`src/rtl/sico_reset_seq.sv`:
```
// sico_reset_seq: staged reset sequencer.
// After rst_i falls (through a deassertion synchronizer) the NUM_STAGES reset
// domains are released one at a time, STAGE_DELAY cycles apart, in ascending
// order. Once every stage is out of reset the block sits in RUN. A four-phase
// soft-reset handshake then re-asserts every stage and replays the release.
module sico_reset_seq #(
  parameter int NUM_STAGES  = 4,   // 1..8
  parameter int STAGE_DELAY = 16,  // 1..65535
  parameter int SYNC_DEPTH  = 2    // 2..4
) (
  input  logic                  clk_i,
  input  logic                  rst_i,
  input  logic                  soft_rst_req_i,
  output logic                  soft_rst_ack_o,
  output logic [NUM_STAGES-1:0] rst_o,
  output logic                  done_o,
  output logic [1:0]            state_o
);

  // The counter only ever has to reach STAGE_DELAY-1, but it is sized for
  // STAGE_DELAY itself so that no legal parameter value can make it wrap.
  localparam int CNT_W = (STAGE_DELAY > 1) ? $clog2(STAGE_DELAY + 1) : 1;

  localparam logic [CNT_W-1:0]      CNT_LAST  = CNT_W'(STAGE_DELAY - 1);
  localparam logic [CNT_W-1:0]      CNT_ONE   = CNT_W'(1);
  // Pattern held by the stage register just before the final release.
  localparam logic [NUM_STAGES-1:0] LAST_MASK = NUM_STAGES'(1) << (NUM_STAGES - 1);

  localparam logic [1:0] ST_SYNC    = 2'd0;
  localparam logic [1:0] ST_RELEASE = 2'd1;
  localparam logic [1:0] ST_RUN     = 2'd2;
  localparam logic [1:0] ST_SOFT    = 2'd3;

  logic [SYNC_DEPTH-1:0] sync_q;
  logic                  sync_out;
  logic                  sync_falling;

  logic [1:0]            state_q, state_d;
  logic [CNT_W-1:0]      cnt_q, cnt_d;
  logic [NUM_STAGES-1:0] stages_q, stages_d;
  logic                  done_q, done_d;
  logic                  ack_q, ack_d;

  // Reset deassertion synchronizer: presets on rst_i, then shifts zeros in.
  always_ff @(posedge clk_i or posedge rst_i) begin
    if (rst_i) begin
      sync_q <= '1;
    end else begin
      // NOTE: clocked state is always updated with <= so every flop samples
      // pre-edge values, independent of the order of statements or blocks.
      sync_q <= {sync_q[SYNC_DEPTH-2:0], 1'b0};
    end
  end

  // sync_out is the synchronizer output. sync_falling is the value the output
  // flop captures on the coming edge: decoding it lets the FSM leave SYNC on
  // the very edge the output clears, i.e. SYNC_DEPTH edges after rst_i falls.
  assign sync_out     = sync_q[SYNC_DEPTH-1];
  assign sync_falling = ~sync_q[SYNC_DEPTH-2];

  // Next-state logic for the sequencer FSM, delay counter and stage resets.
  always_comb begin
    // NOTE: every signal assigned here gets a default first, so no path
    // through the case statement leaves one unassigned and infers a latch.
    state_d  = state_q;
    cnt_d    = cnt_q;
    stages_d = stages_q;
    done_d   = done_q;
    ack_d    = ack_q;

    if ((state_q != ST_SYNC) && sync_out) begin
      // Synchronizer output can only be high outside SYNC if the state
      // register was disturbed; fall back to a full restart.
      state_d  = ST_SYNC;
      cnt_d    = '0;
      stages_d = '1;
      done_d   = 1'b0;
      ack_d    = 1'b0;
    end else begin
      case (state_q)
        ST_SYNC: begin
          if (sync_falling) begin
            state_d = ST_RELEASE;
            cnt_d   = '0;
          end
        end

        ST_RELEASE: begin
          if (cnt_q == CNT_LAST) begin
            // Release the lowest still-asserted stage. Shifting left drops
            // stages strictly in ascending order, so stage k+1 can never
            // leave reset while stage k is still held.
            cnt_d    = '0;
            stages_d = stages_q << 1;
            if (stages_q == LAST_MASK) begin
              state_d = ST_RUN;
              done_d  = 1'b1;
            end
          end else begin
            cnt_d = cnt_q + CNT_ONE;
          end
        end

        ST_RUN: begin
          // Soft-reset requests are only looked at here; a request raised
          // earlier simply waits until the sequence completes.
          if (soft_rst_req_i) begin
            state_d  = ST_SOFT;
            stages_d = '1;
            done_d   = 1'b0;
            ack_d    = 1'b1;
          end
        end

        ST_SOFT: begin
          // Hold every stage until the requester drops its request, then
          // drop the acknowledge and replay the release sequence.
          if (!soft_rst_req_i) begin
            state_d = ST_RELEASE;
            cnt_d   = '0;
            ack_d   = 1'b0;
          end
        end

        default: begin
          state_d  = ST_SYNC;
          cnt_d    = '0;
          stages_d = '1;
          done_d   = 1'b0;
          ack_d    = 1'b0;
        end
      endcase
    end
  end

  // Sequencer registers; rst_i forces every stage into reset with no clock.
  always_ff @(posedge clk_i or posedge rst_i) begin
    if (rst_i) begin
      state_q  <= ST_SYNC;
      cnt_q    <= '0;
      stages_q <= '1;
      done_q   <= 1'b0;
      ack_q    <= 1'b0;
    end else begin
      state_q  <= state_d;
      cnt_q    <= cnt_d;
      stages_q <= stages_d;
      done_q   <= done_d;
      ack_q    <= ack_d;
    end
  end

  // All outputs come straight from flops: no input reaches them combinationally.
  assign rst_o          = stages_q;
  assign done_o         = done_q;
  assign soft_rst_ack_o = ack_q;
  assign state_o        = state_q;

endmodule

```
`config.mk`:
```
export PLATFORM = sky130hd
export DESIGN_NAME = sico_reset_seq
export DESIGN_NICKNAME = d
export VERILOG_FILES = /design/src/rtl/sico_reset_seq.sv
export SDC_FILE = /design/constraint.sdc
export NUM_CORES = 1
export LEC_CHECK = 0
export BUFFER_PORTS_ARGS = -buffer_cell sky130_fd_sc_hd__buf_2
export CORE_MARGIN = 3
export CORE_UTILIZATION = 40
export CTS_CLUSTER_DIAMETER = 100
export DETAILED_ROUTE_END_ITERATION = 10
export PLACE_DENSITY = 0.63
export SLEW_MARGIN = 20
export SYNTH_ARGS = -nofsm -noshare
export SYNTH_HDL_FRONTEND = slang
export SYNTH_SLANG_ARGS = --single-unit
```
`constraint.sdc`:
```
create_clock -name clk_i -period 2.5 [get_ports clk_i]
set_input_delay 0.5 -clock clk_i [delete_from_list [all_inputs] [get_ports clk_i]]
set_output_delay 0.5 -clock clk_i [all_outputs]
set_load 0.05 [all_outputs]
```
======== Word-level counts from Yosys, hierarchy flattened ========
Index checks and enable logic that the tools add are counted.
word-level totals
  logic and storage cells ................. 53
  output and inout bits ................... 8
  register bits after elaboration ......... 15
  input bits .............................. 3
operators by class
  mux-type cells .......................... 25
  reduce and logical (&&, ||, !) cells .... 11
  eq/ne operators ......................... 10
  $add $sub $neg .......................... 1
operators with widths
  operator             number
  $mux 5               4
  $ne 3x3->1 const B   5
  $pmux 5 s3           1
  $mux 2               6
  $mux 4               3
  $reduce_and 3->1     3
  $pmux 2 s4           1
  $pmux 4 s2           1
  $mux 1               7
  $reduce_bool 3->1    2
  $add 5x1->5 const B  1
  $eq 5x4->1 const B   1
  $reduce_and 5->1     1
  $eq 2x2->1 const B   2
  $eq 4x4->1 const B   1
  $pmux 1 s2           2
  $reduce_and 4->1     1
  $reduce_bool 4->1    1
  $eq 2x1->1 const B   1
  $logic_not 2->1      1
  $reduce_bool 2->1    1
  $logic_and 1x1->1    1

======== Logic depth before layout (Yosys ltp) ========
Gate-level depths: netlist (run 1).
  depth after elaboration ................. 5
  gate-level depth with buffers ........... 8
  depth with buffers taken out ............ 7

======== Worst setup path before layout (run 1) ========
No wires, ideal clock.
  path kind ............................... reg2reg
  start ................................... register state_q[1], in the netlist state_o[1]
  end ..................................... register done_q, in the netlist done_o
  cell stages (with the launch flop) ...... 8
  data required time ...................... 2375 ps
  data arrival time ....................... 2125 ps
  period minus slack after synthesis ...... 2250 ps
  library setup time ...................... 125 ps
  slack ................................... 250 ps
  buffers on the path ..................... 1
  path through ............................ dfrtp_1 -> inv_1 -> ha_1 -> o211a_1 -> o311a_1 -> buf_4 -> o21ai_2 -> mux2_4
on the way
  cells in the longest elaborated chain, start to end .. 4
  elaborated cells on any way between the ends .. 11
  those cells by class .................... 5 x eq/ne; 2 x mux; 4 x reduce/logical
RTL lines
  what                                                       RTL line  text
  start: declaration                                         38        logic [1:0] state_q, state_d;
  start signal: assignment                                   145       state_q <= state_d;
  $reduce_bool 2->1                                          71        if ((state_q != ST_SYNC) && sync_out) begin
  $logic_and 1x1->1                                          71
  $ne 3x3->1 (no line) or $reduce_bool 3->1 (tied branches)  -
  $reduce_and 4->1 (no line)                                 -
  end signal: assignment                                     148       done_q <= done_d;
  end: declaration                                           41        logic done_q, done_d;
Several ways; a longest one is shown, not always the timed one.
A chain may end at the register's enable or synchronous reset.

======== Worst setup path after layout (run 1) ========
  start ................................... register state_q[0], in the netlist state_o[0]
  end ..................................... register done_q, in the netlist done_o
The elaborated chain is that of the path after synthesis.

==> results.cfg, run 1 <==
[status]
status = finished clean

[critical_path]
cpMaxStageDelayCell = dfrtp_1
start_kind = flip-flop
crit_chain = inv_1 > ha_1 > nand2b_1 > nand3_1 > o311a_1 > o21ai_2 > mux2_4
critPathCaptureType = flip-flop
crit_fanout = 9
reg2reg_depth = 7
crit_arrival_ns = 2.32
crit_cells = 7
required_ns = 2.70
critPathBufInv = 1
max_stage_delay_ns = 0.49
crit_family = flip-flops
worst-setup-path-type = flip-flop to flip-flop

[clocking]
cts-root-buf = clkbuf_4
cts_buffers = 3
cts_tree = done
path_clk_slew_ns = 0.10
htree_num_levels = 1
clock_sinks = 15
insertion_delay_ns = 0.30
cts_resized = 0
post_cts_buffers = 0
cts_buffer_depth = 2
cts_hold_buffers = 0

[detailed_routing]
ant_nets = 0
vias_per_cell = 5.22
drt-total-wl_mm = 1.64
drc = 0
firstDrtPassIters = 4
wl_per_cell_um = 12.6
drt_iter0_drc = 12
vias = 679

[yosys]
postSynth.asyncResetShare = 1.00
yosysWarnings = 0
yosys.area.top_type = dfrtp_1
synthTopCellsByCount = dfrtp_1, nand2_1, a21oi_1, nor3_1, o21ai_0
ys_ff_latch = 15
synthFlopType = dfrtp_1
synth-edff-count = 0
synth_most_common_cell = dfrtp_1
synth_top_area_frac = 0.260
synth.avg_cell_area_um2 = 9.62
ys_types = 31
syn_nets = 98
ys_top_cells_by_area = dfrtp_1, dfstp_2, ha_1
synthesis.area_um2 = 866
synthCells = 90
seq_area_frac_synth = 0.442

[layout]
instances_no_fill = 130
syn2layout_area_growth_pct = 12.0
seqCellArea_um2 = 383
drive_above_1_share = 0.243
antenna_cells = 0
nFillCells = 199
multi_input_area_um2 = 453
nNetsFinal = 112

[timing]
hold_viol_final = 0
whs_ns = 0.239
finalCritPeriodShare = 0.851
rsz0062_at_grt = false
fmax_ghz = 0.470
slew_viol_final = 0
tightest_slew_ns = 0.580
finalSetupTns_ns = 0
setup_ws_ns = 0.371
slew_headroom = 0.613
fin_worst_skew_ns = 0.00532
setup_viol = 0
period_needed_ns = 2.13

[pwr]
p_sw_frac = 0.508
pwr-share-seq = 0.315
p_leak_nw = 0.449
ir_drop_uv = 834
p_sw_mw = 0.678
power.internal_mw = 0.658
power_density_mw_per_mm2 = 1380
combPwrFrac = 0.575
clockPowerShare = 0.110

[global_routing]
grtUsageMet3 = 0.0484
grt_max_degree = 16
grt_use_total = 0.145
antenna_found_initial = 0
grt_pass1_vias = 585
top_usage_layer = met2
grt_use_met2 = 0.196
grt_use_met1 = 0.189
grt.overflow.total = 0
grt_pass1_wl_mm = 2.77

[placement]
gp_congestion = 0.813
dpl.cell_count = 126
place_hpwl_mm = 1.22
place_ws_ns = 0.370
port_buffers = 10

[worst_hold_path]
min_path_type = input pin to asynchronous set/reset pin

[die]
start_util = 0.432
ioPinCount = 11
die_w_um = 52.5
rows = 16
fp.coreArea_mm2 = 0.00200
die_y_um = 52.5
dieArea_mm2 = 0.00276

[flow_run]
maxCapViolCount = 0
-- routing by layer --
metal  wire (um)  vias to the layer above
li1            -                      344
met1         843                      317
met2         672                       13
met3          78                        5
met4          50                        0
met5           0                        -
-- flip-flops by register name (all words and copies together), names as in the netlist --
register	cells
cnt_q	5
done_o	1
rst_o	4
soft_rst_ack_o	1
state_o	2
sync_q	2
-- path summary, 6_finish.rpt --
kind | slack [ns] | end | start
setup / recovery | 0.37 | done_o | state_o[0]
hold / removal | 0.24 | done_o | rst_i
setup reg to reg | 0.37 | done_o | state_o[0]
hold reg to reg | 0.37 | sync_q[1] | sync_q[0]
max in group asynchronous | 1.88 | rst_o[1] | rst_i
min in group clk_i | 0.37 | sync_q[1] | sync_q[0]
-- power by group through the flow --
stage	Clock (mW)	Combinational, mW	Sequential, mW
2_1_floorplan	0	0.446	0.618
3_3_place_gp	0	0.770	0.423
3_5_place_dp	0	0.768	0.428
6_report	0.147	0.768	0.421
4_1_cts	0.155	0.771	0.423
5_1_grt	0.165	0.846	0.436
-- stage by stage --
stage	instance area (um^2)	utilization	total power, mW
finish	970	0.484	1.34
global route	970	0.484	1.45
CTS	970	0.484	1.35
detailed placement	942	0.471	1.20
global placement	942	0.471	1.19
floorplan	866	-	1.06
-- worst reg2reg max path: cells and delay by family, from the launching register on --
| family | cells | cell delay, ns |
|---|---|---|
| and+or+nand+nor | 2 | 0.38 |
| DFF | 1 | 0.49 |
| adders and majority gates | 1 | 0.26 |
| muxes | 1 | 0.30 |
| buffers and inverters | 1 | 0.13 |
| AOI/OAI and AO/OA | 2 | 0.47 |
-- layout by cell type (no fill, tap or decap), drive strengths merged, types with 5 or more instances in the layout --
master / instances
ha: 5
nor3: 7
nor2: 6
buf: 10
dfstp: 6
o21ai: 10
inv: 6
nand2: 8
dfrtp: 9
a21oi: 7
-- cell type report --
class,count,area share
multi-input cells,68,0.467
flip-flops and latches,15,0.395
repair buffers,10,0.0516
well taps,27,0.0348
clock buffers,3,0.0232
inverters,6,0.0232
clock inverters,1,0.00516
-- kinds of logic (layout without fill, tap and decap cells) --
group	Yosys count	count (layout)	share of synthesized area
AND/OR/NAND/NOR	34	34	0.220
AO/OA/AOI/OAI	26	26	0.198
flip-flops	15	15	0.442
buffers and inverters	7	20	0.0347
adder cells (fa/ha/maj)	5	5	0.0723
multiplexers	2	2	0.0289
other	1	1	0.00433
Note: power is estimated with default switching activity, not from simulation.
==> inputs of run 2 (changes only) <==
--- a/config.mk
+++ b/config.mk
@@ -6,7 +6,7 @@
 export NUM_CORES = 1
 export LEC_CHECK = 0
 export BUFFER_PORTS_ARGS = -buffer_cell sky130_fd_sc_hd__buf_2
-export CORE_MARGIN = 3
+export CORE_MARGIN = 2
 export CORE_UTILIZATION = 40
 export CTS_CLUSTER_DIAMETER = 100
 export DETAILED_ROUTE_END_ITERATION = 10
==> run 2 against run 1 <==
  * Fmax increased by 0.10%
  * Clock-buffer cell count increased by 1
  * Core utilization decreased by 0.062 points
  * Critical endpoint unchanged
  * Sequential power about the same
==> results.cfg, run 2 (same netlist as run 1, synthesis figures left out) <==
[global_routing]
grtUsageMet3 = 0.0536
grt_pass1_vias = 640
grt_pass1_wl_mm = 2.90
grt_use_met1 = 0.206
grt.overflow.total = 0
antenna_found_initial = 0
grt_max_degree = 16
grt_use_met2 = 0.237
grt_use_total = 0.152
top_usage_layer = met2

[placement]
port_buffers = 10
place_hpwl_mm = 1.28
gp_congestion = 0.779
dpl.cell_count = 126
place_ws_ns = 0.398

[timing]
period_needed_ns = 2.13
setup_viol = 0
fin_worst_skew_ns = 0.000884
finalSetupTns_ns = 0
hold_viol_final = 0
fmax_ghz = 0.470
rsz0062_at_grt = false
slew_viol_final = 0
setup_ws_ns = 0.374
tightest_slew_ns = 0.562
finalCritPeriodShare = 0.851
slew_headroom = 0.625

[layout]
drive_above_1_share = 0.233
nNetsFinal = 112
instances_no_fill = 130
most-common-layout-cells = buf_2, dfrtp_1, nand2_1
top_register = cnt_q
largest_reg_flops = 5
final_common_cell = buf_2
antenna_cells = 0
syn2layout_area_growth_pct = 11.8

[critical_path]
critPathCaptureType = flip-flop
cpMaxStageDelayCell = dfrtp_1
reg2reg_depth = 7
setup.worst_path.end = done_o
setup.worst_path.start = state_o[0]
reg2reg_setup_slack_ns = 0.37
timing.rr.end = done_o
worst-setup-path-type = flip-flop to flip-flop
crit_arrival_ns = 2.30
max_stage_delay_ns = 0.49
crit_fanout = 9
crit_chain = inv_1 > ha_1 > nand2b_1 > nand3_1 > o311a_1 > o21ai_2 > mux2_4
start_kind = flip-flop
r2r_start = state_o[0]
required_ns = 2.67

[pwr]
p_leak_nw = 0.446
p_sw_frac = 0.504
pwr-share-seq = 0.317
power.internal_mw = 0.659
power_density_mw_per_mm2 = 1370
ir_drop_uv = 920
combPwrFrac = 0.579
clockPowerShare = 0.104
finalPower_mw = 1.33
p_sw_mw = 0.670

[detailed_routing]
drt_iter0_drc = 17
wl_per_cell_um = 12.5
firstDrtPassIters = 4
drt-total-wl_mm = 1.63
drc = 0
vias_per_cell = 5.12
ant_nets = 0
vias = 665

[clocking]
post_cts_buffers = 0
insertion_delay_ns = 0.28
cts_resized = 0
cts_buffer_depth = 2
cts-root-buf = clkbuf_4
path_clk_slew_ns = 0.09
htree_num_levels = 1
cts_hold_buffers = 0
cts_tree = done
clock_sinks = 15
cts_buffers = 3

[die]
fp.coreArea_mm2 = 0.00200
die_y_um = 50.5
dieArea_mm2 = 0.00255
rows = 16
start_util = 0.432
die_w_um = 50.5
ioPinCount = 11

[worst_hold_path]
min_path_type = input pin to asynchronous set/reset pin

[status]
status = finished clean

[flow_run]
maxCapViolCount = 0
-- run 2: cell count changes in the layout (fill, tap and decap cells not counted), sizes merged --
cell    delta
clkinv     -1
clkbuf     +1
-- run 2: power by group through the flow --
stage / registers [mW] / logic [mW] / clock network [mW]
3_3_place_gp: 0.422 / 0.770 / 0
2_1_floorplan: 0.618 / 0.446 / 0
6_report: 0.422 / 0.769 / 0.138
5_1_grt: 0.438 / 0.841 / 0.156
4_1_cts: 0.423 / 0.773 / 0.144
3_5_place_dp: 0.428 / 0.772 / 0
-- run 2: stage by stage --
step | util | hold WS (ns) | instance area (um^2)
4_1_cts | 0.484 | 0.273 | 968
3_3_place_gp | 0.471 | 0.357 | 942
6_report | 0.484 | 0.253 | 968
5_1_grt | 0.484 | 0.298 | 968
3_5_place_dp | 0.471 | 0.359 | 942
2_1_floorplan | - | 0.354 | 866
-- run 2: final cells by class --
type	count	area [um^2]
fillers	198	1030
inverters	6	22.5
repair buffers	10	50.0
well taps	27	33.8
flip-flops and latches	15	383
clock buffers	4	26.3
multi-input cells	68	453
-- run 2: how the worst min path moves through the flow --
stage          startpoint             end  cells after the start
6_report            rst_i          done_o                      2
3_5_place_dp    sync_q[0]       sync_q[1]                      0
2_1_floorplan   sync_q[0]       sync_q[1]                      0
3_3_place_gp    sync_q[0]       sync_q[1]                      0
5_1_grt             rst_i          done_o                      2
4_1_cts             rst_i  soft_rst_ack_o                      2
-- run 2: metal layers --
| layer | routed length, um | vias up |
|---|---|---|
| met5 | 0 | - |
| met4 | 0 | 0 |
| met3 | 68 | 0 |
| met2 | 719 | 13 |
| met1 | 836 | 304 |
| li1 | - | 348 |
-- run 2: critical path: cells and delay by family, from the launching register on --
kind	cells	cell delay [ns]
flip-flops	1	0.49
multiplexers	1	0.30
AND/OR/NAND/NOR	2	0.37
adder cells (fa/ha/maj)	1	0.26
buffers and inverters	1	0.12
AO/OA/AOI/OAI	2	0.47
